===== src/rtl/module_teclado_if.sv =====
// Keypad-side and capture-side signals of the 4x4 matrix keypad scanner.
// The scanner uses the master modport. The keypad/consumer side uses the slave modport.
interface module_teclado_if;
    logic [3:0] filas_i;       // keypad rows, asynchronous, active-low
    logic [3:0] columnas_o;    // one-hot active-low column drive
    logic [1:0] dato_codc_o;   // column code of the accepted key
    logic [1:0] dato_codf_o;   // row code of the accepted key
    logic       dato_listo_o;  // active-low valid, low while the key is held

    modport master (
        input  filas_i,
        output columnas_o,
        output dato_codc_o,
        output dato_codf_o,
        output dato_listo_o
    );

    modport slave (
        output filas_i,
        input  columnas_o,
        input  dato_codc_o,
        input  dato_codf_o,
        input  dato_listo_o
    );
endinterface


===== src/rtl/module_teclado.sv =====
// 4x4 matrix keypad scanner with press/release debounce.
// The block drives one column low at a time and samples the synchronised rows at the end of
// each slot. It then debounces the first key it finds. While an accepted key is held, it
// presents the column and row codes with an active-low strobe.
module module_teclado #(
    parameter int SCAN_DIV        = 27000,   // cycles per column slot (>= 4)
    parameter int DEBOUNCE_CYCLES = 270000   // stable cycles to accept press/release (>= 2)
) (
    input  logic             clk,
    input  logic             rst,            // synchronous, active-low
    module_teclado_if.master bus
);
    localparam int SLOT_W = $clog2(SCAN_DIV);
    localparam int DEB_W  = $clog2(DEBOUNCE_CYCLES);

    localparam logic [SLOT_W-1:0] SLOT_LAST = SLOT_W'(SCAN_DIV - 1);
    localparam logic [DEB_W-1:0]  DEB_LAST  = DEB_W'(DEBOUNCE_CYCLES - 1);

    localparam logic [1:0] BARRIDO   = 2'd0;
    localparam logic [1:0] REBOTE_P  = 2'd1;
    localparam logic [1:0] SOSTENIDO = 2'd2;
    localparam logic [1:0] REBOTE_S  = 2'd3;

    logic [3:0]        filas_m;
    logic [3:0]        filas_s;
    logic              hit;
    logic [1:0]        fila_enc;
    logic              fila_baja;
    logic              presion_ok;

    logic [1:0]        estado;
    logic [1:0]        col_idx;
    logic [1:0]        col_next;
    logic [1:0]        col_q;
    logic [1:0]        col_q_next;
    logic [1:0]        fila_q;
    logic [SLOT_W-1:0] slot_cnt;
    logic [DEB_W-1:0]  deb_cnt;

    logic [3:0]        columnas;
    logic [1:0]        codc;
    logic [1:0]        codf;
    logic              listo;

    // Column drive pattern for a column index: only that bit is low.
    function automatic logic [3:0] col_drive(input logic [1:0] idx);
        logic [3:0] v;
        v      = 4'b1111;
        v[idx] = 1'b0;
        return v;
    endfunction

    // Two-flop synchroniser for the asynchronous row inputs; idle level is all ones.
    always_ff @(posedge clk) begin
        // NOTE: flops take non-blocking assignments so every register samples pre-edge values.
        if (!rst) begin
            filas_m <= 4'b1111;
            filas_s <= 4'b1111;
        end else begin
            filas_m <= bus.filas_i;
            filas_s <= filas_m;
        end
    end

    // Row detection: any low row is a hit, and the lowest-numbered low row wins.
    always_comb begin
        // NOTE: every output gets a default first, so no path leaves a value held (no latch).
        hit        = ~&filas_s;
        fila_enc   = 2'd0;
        if (!filas_s[0])      fila_enc = 2'd0;
        else if (!filas_s[1]) fila_enc = 2'd1;
        else if (!filas_s[2]) fila_enc = 2'd2;
        else if (!filas_s[3]) fila_enc = 2'd3;
        fila_baja  = ~filas_s[fila_q];
        presion_ok = fila_baja && (fila_enc == fila_q);
        col_next   = col_idx + 2'd1;
        col_q_next = col_q + 2'd1;
    end

    // Scan / debounce state machine with registered outputs.
    always_ff @(posedge clk) begin
        if (!rst) begin
            estado   <= BARRIDO;
            col_idx  <= 2'd0;
            col_q    <= 2'd0;
            fila_q   <= 2'd0;
            slot_cnt <= '0;
            deb_cnt  <= '0;
            columnas <= 4'b1110;
            codc     <= 2'd0;
            codf     <= 2'd0;
            listo    <= 1'b1;
        end else begin
            case (estado)
                BARRIDO: begin
                    if (slot_cnt == SLOT_LAST) begin
                        slot_cnt <= '0;
                        if (hit) begin
                            // Freeze on this column and start the press debounce.
                            col_q   <= col_idx;
                            fila_q  <= fila_enc;
                            deb_cnt <= '0;
                            estado  <= REBOTE_P;
                        end else begin
                            col_idx  <= col_next;
                            columnas <= col_drive(col_next);
                        end
                    end else begin
                        slot_cnt <= slot_cnt + 1'b1;
                    end
                end

                REBOTE_P: begin
                    if (presion_ok) begin
                        if (deb_cnt == DEB_LAST) begin
                            codc    <= col_q;
                            codf    <= fila_q;
                            listo   <= 1'b0;
                            deb_cnt <= '0;
                            estado  <= SOSTENIDO;
                        end else begin
                            deb_cnt <= deb_cnt + 1'b1;
                        end
                    end else begin
                        // Press did not hold: resume the scan on the next column.
                        slot_cnt <= '0;
                        deb_cnt  <= '0;
                        col_idx  <= col_q_next;
                        columnas <= col_drive(col_q_next);
                        estado   <= BARRIDO;
                    end
                end

                SOSTENIDO: begin
                    // Only the accepted row is watched; other keys are ignored.
                    if (!fila_baja) begin
                        deb_cnt <= '0;
                        estado  <= REBOTE_S;
                    end
                end

                REBOTE_S: begin
                    if (fila_baja) begin
                        // A bounce back low restarts the release count without a new strobe.
                        deb_cnt <= '0;
                    end else if (deb_cnt == DEB_LAST) begin
                        listo    <= 1'b1;
                        deb_cnt  <= '0;
                        slot_cnt <= '0;
                        col_idx  <= col_q_next;
                        columnas <= col_drive(col_q_next);
                        estado   <= BARRIDO;
                    end else begin
                        deb_cnt <= deb_cnt + 1'b1;
                    end
                end

                default: estado <= BARRIDO;
            endcase
        end
    end

    assign bus.columnas_o   = columnas;
    assign bus.dato_codc_o  = codc;
    assign bus.dato_codf_o  = codf;
    assign bus.dato_listo_o = listo;

endmodule


===== src/flat_wrapper.sv =====
// flat-port wrapper written by rule: the top's interface ports become plain ports
module module_teclado_flat 
#(
    parameter int SCAN_DIV        = 27000,                                   
    parameter int DEBOUNCE_CYCLES = 270000                                                  
)
  (clk, rst, bus_filas_i, bus_columnas_o, bus_dato_codc_o, bus_dato_codf_o, bus_dato_listo_o);
  module_teclado_if bus_i ();
  input  logic clk;
  input  logic rst;
  input wire logic [$bits(bus_i.filas_i)-1:0] bus_filas_i;
  output wire logic [$bits(bus_i.columnas_o)-1:0] bus_columnas_o;
  output wire logic [$bits(bus_i.dato_codc_o)-1:0] bus_dato_codc_o;
  output wire logic [$bits(bus_i.dato_codf_o)-1:0] bus_dato_codf_o;
  output wire logic [$bits(bus_i.dato_listo_o)-1:0] bus_dato_listo_o;
  assign bus_i.filas_i = bus_filas_i;
  assign bus_columnas_o = bus_i.columnas_o;
  assign bus_dato_codc_o = bus_i.dato_codc_o;
  assign bus_dato_codf_o = bus_i.dato_codf_o;
  assign bus_dato_listo_o = bus_i.dato_listo_o;
  module_teclado #(.SCAN_DIV(SCAN_DIV), .DEBOUNCE_CYCLES(DEBOUNCE_CYCLES)) u_core (.clk(clk), .rst(rst), .bus(bus_i));
endmodule

===== config.mk =====
export PLATFORM = sky130hd
export DESIGN_NAME = module_teclado_flat
export DESIGN_NICKNAME = d
export VERILOG_FILES = /design/src/rtl/module_teclado_if.sv /design/src/rtl/module_teclado.sv /design/src/flat_wrapper.sv
export SDC_FILE = /design/constraint.sdc
export NUM_CORES = 1
export LEC_CHECK = 0
export BUFFER_PORTS_ARGS = -buffer_cell sky130_fd_sc_hd__buf_2
export CAP_MARGIN = 20
export CORE_MARGIN = 4
export CORE_UTILIZATION = 40
export DETAILED_ROUTE_END_ITERATION = 8
export PLACE_DENSITY = 0.68
export SLEW_MARGIN = 15
export SYNTH_ARGS = -nofsm -noshare
export SYNTH_HDL_FRONTEND = slang
export SYNTH_SLANG_ARGS = --single-unit
export TNS_END_PERCENT = 30

===== constraint.sdc =====
create_clock -name clk -period 2.2 [get_ports clk]
set_clock_uncertainty 0.2 [all_clocks]
set_input_delay 0.55 -clock clk [delete_from_list [all_inputs] [get_ports clk]]
set_output_delay 0.55 -clock clk [all_outputs]
set_load 0.01 [all_outputs]

==> run summary, run 1 <==
Post-DP HPWL = 5.128 mm
Post-synth EDFFs = 0
Max IR drop VDD = 0.5908 mV
DRC = 0
Synth cell types = 56
Largest net degree at the start of global routing = 27
Synthesized Nets = 370
Die ar. = 9224 µm²
Final GP Congestion = 0.8322
DR WL/cell = 14.65 µm
Tcrit/Tclk final = 1.005
Layout Utilization = 0.5464
Overall power = 2.319 mW
Synthesized area = 3100 µm²
Final wirelength = 7.676 mm
Reg2reg end = u_core.deb_cnt[18]
Run status = finished with violations
Die Span Y = 96.04 µm
Post-synthesis cell count = 354
Area delta synth->final = 30.55%
Placement Rows = 31
CTS tree = done
Final Critical Period = 2211 ps
CP endpoint kind = flop
Async S/R FF share, synth = 0
Register-to-Register Path Depth = 6
Flop pwr share = 0.472
Sink Count = 59
Hold_buf cts = 0
Number of diodes = 0
Buffers on Ports = 14
Layout Cells excl Fill = 524
DRT antenna net count = 0
Critical path data required time = 2260 ps
Max Freq = 452.4 MHz
Post-Syn Area per Cell = 8.758 µm²
Core area = 7408 µm²
Share of layout cells above drive strength 1 = 0.2988
Clock transition at the registers of the reported paths = 70 ps
Pwr/cell area = 573.0 nW/µm²
Switching share of total power = 0.2153
Start point of the critical path = u_core.slot_cnt[3]
CP Max Fanout = 9
Crit path to = u_core.deb_cnt[18]
Antenna violations before repair = 0
Ys flop type = dfxtp_1
CTS Root Cell = clkbuf_8
Switching power = 0.4994 mW
Number of CTS-inserted buffers = 9
Setup CP Type = flop to flop
Failing checks = setup timing
Starting Density = 0.4185
H-tree Lvls = 3
Worst-Skew Late Latency = 340 ps
Synthesized flop and latch total = 59
Worst setup SP type = flop
Least-Margin Pin Slew = 517.6 ps
Total grt overflow = 0
Worst R2R Setup Slack = -10 ps
Cell Int Power = 1.820 mW
Placed insts = 502
Final hold viol count = 0
Final setup TNS = -10.66 ps
First-pass GRT wire length = 12.87 mm
Drt first-iter violations = 166
Leak = 1.580 nW
Max_cap viols = 0
Drt via density = 5.567
RSZ-0062 raised after global routing = true
Slew Viols, Final = 0
Sequential share of the synthesized area = 0.3810
Clock power frac = 0.485
Number of global-route vias before repair = 2794
Vias = 2917
Hold crit path type = primary input to flop
Most frequent cells in the layout = dfxtp_1, buf_4, nand2_1, nor2_1, nand3_1
Worst setup margin = -10.66 ps
Die X = 96.04 µm
Final Setup Violations = 1
Drt pass-1 iters = 4
Commonest non-fill, non-tap cell in the layout = dfxtp_1
Critical Path AT = 2270 ps
I/O Pins = 15
Combinational power share = 0.043
Slew headroom = 0.6523
FF-to-FF Start = u_core.slot_cnt[3]
CTS Buffer Depth = 2
YS warnings = 0
Net count, final = 436
Tot GR Track Use = 0.1771
sequential cells by signal (all words and copies together) (netlist names), named ones only:
| name | cells |
|---|---|
| u_core.bus.columnas_o | 4 |
| u_core.deb_cnt | 19 |
| u_core.bus.dato_codc_o | 2 |
| u_core.filas_m | 4 |
| u_core.col_idx | 2 |
| u_core.estado | 1 |
| u_core.bus.dato_codf_o | 2 |
| u_core.bus.dato_listo_o | 1 |
| u_core.filas_s | 4 |
| u_core.fila_q | 2 |
| u_core.col_q | 2 |
| u_core.slot_cnt | 15 |
critical path: stages, from the launching register on:
cell and delay (ps):
dfxtp_2 340, nor4b_4 330, nand4_4 140, o21a_4 260
buf_12 140, or4_4 510, a211oi_2 210
cells by family after synthesis:
kind of cell,share of synthesized area
muxes,0.06901
DFF,0.3810
AOI/OAI and AO/OA,0.2030
adders and majority gates,0.04036
and+or+nand+nor,0.2639
xor gates and xnor gates,0.002825
buffers and inverters,0.03995
through the flow:
step,hold WS (ps),setup slack (ps),cell area (µm²)
after floorplan,186.3,-7.644,3122
after global placement,192.0,7.774,3655
after detailed placement,193.7,-35.93,3655
after CTS,175.6,-19.96,3955
after global routing,183.0,-76.22,4048
final,186.8,-10.66,4048
layout make-up:
class / instances / area, µm²
Inverter: 14 / 52.55
Tap cell: 99 / 123.9
Multi-Input combinational cell: 266 / 1899
Clock inverter: 5 / 75.07
Timing Repair Buffer: 70 / 556.8
Clock buffer: 11 / 151.4
Sequential cell: 59 / 1189
Fill cell: 655 / 3361
cell usage after synthesis, types with 2 or more instances:
library cell | count | area share
nand2_1 | 31 | 0.038
or3_1 | 12 | 0.024
nor3b_1 | 3 | 0.0073
nor2_1 | 23 | 0.028
buf_2 | 3 | 0.0048
and3_1 | 7 | 0.014
mux2i_1 | 18 | 0.058
or4_1 | 7 | 0.017
or4_4 | 2 | 0.0073
nand3b_1 | 4 | 0.0097
a31oi_1 | 12 | 0.024
ha_1 | 10 | 0.040
a211oi_1 | 12 | 0.029
o21ai_1 | 2 | 0.0032
nor4_1 | 2 | 0.0040
a211oi_2 | 3 | 0.012
clkbuf_1 | 7 | 0.0085
o21ai_0 | 19 | 0.031
a41oi_1 | 2 | 0.0057
a32o_1 | 2 | 0.0065
o31a_1 | 2 | 0.0057
a21oi_1 | 15 | 0.024
dfxtp_1 | 59 | 0.38
nand4bb_1 | 2 | 0.0073
nor3_1 | 10 | 0.016
buf_1 | 3 | 0.0036
o2111ai_1 | 2 | 0.0057
nand4_1 | 5 | 0.010
o31ai_1 | 8 | 0.019
nand3_1 | 20 | 0.032
inv_1 | 13 | 0.016
nand2b_1 | 10 | 0.020
power groups by stage:
stage / Sequential [mW] / Combinational [mW] / Clock, mW
final: 1.10 / 0.0987 / 1.12
after global routing: 1.10 / 0.111 / 1.20
after CTS: 1.09 / 0.0964 / 1.15
after detailed placement: 1.12 / 0.0955 / 0
after global placement: 1.12 / 0.0934 / 0
after floorplan: 1.12 / 0.0496 / 0
layer usage:
metal  track usage  up-vias  routed length (µm)
met4       0.07109        0                 127
li1              -     1466                   -
met5             0        -                   0
met2        0.2852       50                3713
met3       0.04535       13                 307
met1        0.2249     1388                3528
worst min path at each step:
stage / cells past startpoint / slack [ps] / to / startpoint
floorplan: 1 / 190 / u_core.filas_s[0] / u_core.filas_m[0]
global placement: 1 / 190 / u_core.filas_s[3] / u_core.filas_m[3]
detailed placement: 1 / 190 / u_core.filas_s[3] / u_core.filas_m[3]
CTS: 2 / 180 / u_core.filas_m[3] / bus_filas_i[3]
global route: 2 / 180 / u_core.filas_m[2] / bus_filas_i[2]
finish: 2 / 190 / u_core.filas_m[3] / bus_filas_i[3]
repair_timing:
action / in CTS / in global routing
pin swaps: 12 / 9
hold endpoints to repair: 0 / 0
resized for setup: 8 / 19
gates cloned: 1 / 0
setup buffers: 2 / 3
setup endpoints to repair: 22 / 35
Power figures use the tool's default switching activity.
==> run 2, diff against run 1 <==
CORE_ASPECT_RATIO = 0.75   (was default)
==> run summary, run 2 (synthesis results as in run 1) <==
Run status = finished clean
Commonest non-fill, non-tap cell in the layout = dfxtp_1
Worst-Skew Late Latency = 330 ps (about the same)
Clock transition at the registers of the reported paths = 60 ps (about the same)
Area delta synth->final = 28.17%
Biggest register = u_core.deb_cnt
DR WL/cell = 14.79 µm (+0.99%)
RSZ-0062 raised after global routing = true
CTS Root Cell = clkbuf_8
Least-Margin Pin Slew = 467.4 ps (-50.23 ps)
Final Setup Violations = 0 (-1)
Share of layout cells above drive strength 1 = 0.2766 (-0.02223)
Final GP Congestion = 0.8926 (+7.3%)
DRT antenna net count = 0 (unchanged)
Drt pass-1 iters = 5 (+1)
Core area = 7432 µm² (+0.32%)
Largest register FFs = 19 (unchanged)
Die X = 109.7 µm (+14%)
Final wirelength = 7.752 mm (+0.99%)
CP endpoint kind = flop
Critical path data required time = 2220 ps (-40 ps)
H-tree Lvls = 3 (unchanged)
Net count, final = 435 (-0.23%)
Post-DP HPWL = 5.229 mm (+2.0%)
Pwr/cell area = 506.3 nW/µm² (-12%)
I/O Pins = 15 (unchanged)
Placement Rows = 27 (-13%)
Buffers on Ports = 14 (unchanged)
Most frequent cells in the layout = dfxtp_1, buf_4, nand2_1, nor2_1, nand3_1
First-pass GRT wire length = 12.78 mm (-0.70%)
Hold crit path type = primary input to flop
Total grt overflow = 0 (unchanged)
Layout Utilization = 0.5347 (-0.01168)
Setup CP Type = flop to flop
DRC = 0 (unchanged)
Tot GR Track Use = 0.1700 (-0.007051)
Largest net degree at the start of global routing = 23 (-15%)
Worst R2R Setup Slack = 3 ps (about the same)
Final hold viol count = 0 (unchanged)
Top Registers = u_core.deb_cnt x19, u_core.slot_cnt x15
Drt via density = 5.563 (about the same)
Sink Count = 59 (unchanged)
Worst setup SP type = flop
Max Freq = 455.2 MHz (+0.63%)
Antenna violations before repair = 0 (unchanged)
Worst setup margin = 3.130 ps (+13.79 ps)
CTS tree = done
CTS Buffer Depth = 2 (unchanged)
Die Span Y = 84.25 µm (-12%)
Place WS = -191.9 ps (-156.0 ps)
Slew headroom = 0.6860 (+0.03375)
Leak = 1.506 nW (-4.7%)
Drt first-iter violations = 199 (+20%)
Final Critical Period = 2197 ps (-13.79 ps)
Critical Path AT = 2210 ps (-60 ps)
Starting Density = 0.4172 (-0.001339)
Number of diodes = 0 (unchanged)
Max IR drop VDD = 0.3372 mV (-43%)
Vias = 2915 (-0.069%)
Fillers = 693 (+5.8%)
Die ar. = 9238 µm² (+0.16%)
Max_cap viols = 0 (unchanged)
Tcrit/Tclk final = 0.9986 (-0.006268)
CP Max Fanout = 3 (-6)
Slew Viols, Final = 0 (unchanged)
Number of CTS-inserted buffers = 9 (unchanged)
Number of global-route vias before repair = 2730 (-2.3%)
## run 2: metal layers
layer	vias to the layer above	wire, µm	GRT usage
met3	13	385	0.04766
met5	-	0	0
met1	1365	3887	0.2395
li1	1467	-	-
met2	70	3398	0.2543
met4	0	80	0.04643
## run 2: final cells by class
type	instances	area (µm²)	area share
well taps	101	126.4	0.03180
clock inverters	3	15.01	0.003778
flip-flops and latches	59	1189	0.2991
repair buffers	66	498.0	0.1253
inverters	14	52.55	0.01322
clock buffers	12	145.1	0.03652
multi-input cells	269	1948	0.4902
## run 2: worst paths after layout
kind,startpoint,endpoint,cells past startpoint
setup / recovery,u_core.deb_cnt[12],u_core.slot_cnt[4],6
hold / removal,bus_filas_i[0],u_core.filas_m[0],2
setup reg to reg,u_core.deb_cnt[12],u_core.slot_cnt[4],6
hold reg to reg,u_core.filas_m[3],u_core.filas_s[3],1
## run 2: worst max-delay path, cell delays in order, from the launching register on
cell and delay (ps):
dfxtp_1 360, nand4_1 190, or4_4 610, o31ai_4 270
buf_4 160, nand3_1 60, a32o_1 250
## run 2: what timing repair did
action | 4_1_cts | 5_1_grt
gates cloned | 2 | 1
setup endpoints to repair | 29 | 41
hold buffers | 0 | 0
pin swaps | 4 | 9
buffers inserted | 2 | 7
resized for setup | 10 | 13
## run 2: power breakdown
group / total, mW / internal (mW) / switching, mW
logic: 0.100 / 0.0406 / 0.0594
clock network: 0.817 / 0.428 / 0.389
registers: 1.10 / 1.08 / 0.0119
## run 2: stage by stage
step | hold slack (ps) | setup TNS [ps] | instances | total power [mW] | instance area (µm²)
2_1_floorplan | 186.3 | -7.644 | 354 | 1.171 | 3122
3_3_place_gp | 193.5 | -1846 | 497 | 1.207 | 3580
3_5_place_dp | 198.4 | -2630 | 497 | 1.210 | 3580
4_1_cts | 185.6 | 0 | 516 | 2.031 | 3825
5_1_grt | 190.3 | -434.1 | 524 | 2.100 | 3974
6_report | 202.6 | 0 | 524 | 2.012 | 3974
==> run 3, diff against run 2 <==
BUFFER_PORTS_ARGS = default   (was -buffer_cell sky130_fd_sc_hd__buf_2)
CORE_MARGIN = 2   (was 4)
CORE_UTILIZATION = 57   (was 40)
DONT_BUFFER_PORTS = 1   (was default)
PLACE_DENSITY = 0.85   (was 0.68)
==> run summary, run 3 (synthesis results as in run 1) <==
Run status = finished with violations
Failing checks = setup timing
First-pass GRT wire length = 12.92 mm (+1.1%)
Pwr/cell area = 551.3 nW/µm² (+8.9%)
H-tree Lvls = 3 (unchanged)
CTS Buffer Depth = 2 (unchanged)
Number of CTS-inserted buffers = 9 (unchanged)
Combinational power share = 0.042 (-0.008)
Most frequent cells in the layout = dfxtp_1, buf_4, nand2_1, nor2_1, nand3_1
Least-Margin Pin Slew = 499.7 ps (+32.35 ps)
Clock power frac = 0.457 (+0.051)
Area of the multi-input gates = 2007 µm² (+3.0%)
Hold_buf cts = 0 (unchanged)
Final Setup Violations = 17 (+17)
Slew Viols, Final = 0 (unchanged)
Max Freq = 439.2 MHz (-3.5%)
Hold crit path type = primary input to flop
Core area = 5295 µm² (-29%)
Tot GR Track Use = 0.2835 (+0.1135)
Reg area = 1189 µm² (unchanged)
CP Max Fanout = 5 (+2)
Worst setup SP type = flop
Setup CP Type = flop to flop
DRC = 0 (unchanged)
Max_cap viols = 0 (unchanged)
Sink Count = 59 (unchanged)
Antenna violations before repair = 0 (unchanged)
Cell Int Power = 1.696 mW (+9.3%)
Post-DP HPWL = 5.394 mm (+3.2%)
Drt first-iter violations = 379 (+90%)
Commonest non-fill, non-tap cell in the layout = dfxtp_1
Critical Path AT = 2300 ps (+90 ps)
Switching share of total power = 0.2256 (-0.003164)
Largest register FFs = 19 (unchanged)
Die ar. = 6051 µm² (-34%)
Tcrit/Tclk final = 1.035 (+0.03647)
I/O Pins = 15 (unchanged)
Drt via density = 6.286 (+13%)
Total grt overflow = 0 (unchanged)
Top Registers = u_core.deb_cnt x19, u_core.slot_cnt x15
Area delta synth->final = 28.13% (about the same)
DRT antenna net count = 0 (unchanged)
Number of diodes = 0 (unchanged)
RSZ-0062 raised after global routing = true
Clock transition at the registers of the reported paths = 70 ps (about the same)
Vias = 3055 (+4.8%)
Share of layout cells above drive strength 1 = 0.2628 (-0.01382)
Max IR drop VDD = 0.4576 mV (+36%)
Largest net degree at the start of global routing = 27 (+17%)
Place WS = -199.1 ps (-7.198 ps)
Biggest register = u_core.deb_cnt
Drt pass-1 iters = 5 (unchanged)
Final Critical Period = 2277 ps (+80.23 ps)
Post-route cell area = 3973 µm² (about the same)
Net count, final = 423 (-2.8%)
Fillers = 352 (-49%)
Die X = 89.16 µm (-19%)
Placement Rows = 23 (-15%)
Slew headroom = 0.6668 (-0.01917)
Switching power = 0.4942 mW (+7.3%)
Final hold viol count = 0 (unchanged)
Flop pwr share = 0.501 (-0.043)
DR WL/cell = 17.86 µm (+21%)
Worst-Skew Late Latency = 350 ps (+20 ps)
Number of global-route vias before repair = 2745 (+0.55%)
Final GP Congestion = 0.8626 (-3.4%)
Critical path data required time = 2230 ps (about the same)
Final wirelength = 8.679 mm (+12%)
Starting Density = 0.5855 (+0.1684)
Leak = 1.453 nW (-3.5%)
Worst setup margin = -77.10 ps (-80.23 ps)
Die Span Y = 67.87 µm (-19%)
CP endpoint kind = flop
Cell Area, Placed = 3495 µm² (-2.4%)
CTS tree = done
CTS Root Cell = clkbuf_8
Buffers on Ports = 0 (-14)
## run 3: cell count changes in the layout (fill, tap and decap cells not counted), sizes merged
cell / before / now
a41oi: 3 / 4
buf: 66 / 54
bufinv: 0 / 1
clkbuf: 12 / 11
clkinv: 3 / 1
clkinvlp: 0 / 2
o21a: 5 / 4
## run 3: cell type report
| type | count | share of cell area |
|---|---|---|
| repair buffers | 54 | 0.1080 |
| multi-input cells | 269 | 0.5052 |
| flip-flops and latches | 59 | 0.2992 |
| inverters | 14 | 0.01323 |
| clock buffers | 11 | 0.03811 |
| well taps | 75 | 0.02362 |
| clock inverters | 4 | 0.01260 |
## run 3: worst max-delay path, stage by stage (launching register included)
cell and delay, ps:
dfxtp_2 350, ha_4 140, nand4bb_1 160, or4_4 570, o31a_1 300, o21ai_2 200
buf_6 140, a31oi_1 100
## run 3: power by group through the flow
| stage | registers [mW] | logic [mW] | clock network (mW) |
|---|---|---|---|
| 5_1_grt | 1.10 | 0.0993 | 1.06 |
| 2_1_floorplan | 1.12 | 0.0496 | 0 |
| 4_1_cts | 1.10 | 0.0860 | 1.02 |
| 6_report | 1.10 | 0.0916 | 1.00 |
| 3_5_place_dp | 1.12 | 0.0828 | 0 |
| 3_3_place_gp | 1.12 | 0.0786 | 0 |
## run 3: stage by stage
| stage | hold slack (ps) | std cells | TNS [ps] | power [mW] | utilization |
|---|---|---|---|---|---|
| 6_report | 77.98 | 486 | -698.9 | 2.190 | 0.7502 |
| 5_1_grt | 59.42 | 486 | -2046 | 2.262 | 0.7502 |
| 4_1_cts | 67.44 | 481 | -36.90 | 2.200 | 0.7148 |
| 3_5_place_dp | 202.5 | 461 | -2559 | 1.203 | 0.6600 |
| 3_3_place_gp | 193.4 | 461 | -833.6 | 1.197 | 0.6600 |
| 2_1_floorplan | 186.3 | 354 | -7.644 | 1.171 | - |
## run 3: final timing paths
check / cells after the start / to / slack, ps / from
max: 7 / u_core.slot_cnt[7] / -80 / u_core.deb_cnt[1]
min: 1 / u_core.filas_s[0] / 80 / rst
max reg2reg: 7 / u_core.slot_cnt[7] / -80 / u_core.deb_cnt[1]
min reg2reg: 1 / u_core.filas_s[0] / 210 / u_core.filas_m[0]
## run 3: metal layers
metal,track usage,vias to the layer above,part of all wire
met5,0,-,0
met4,0.1007,0,0.017
met3,0.09771,25,0.064
met2,0.4565,138,0.49
met1,0.3555,1446,0.43
li1,-,1446,-
## run 3: what timing repair did
action / CTS / global route
setup buffers: 3 / 4
pin swaps: 4 / 14
resized for setup: 6 / 27
setup endpoints to repair: 31 / 39
cloned: 2 / 1
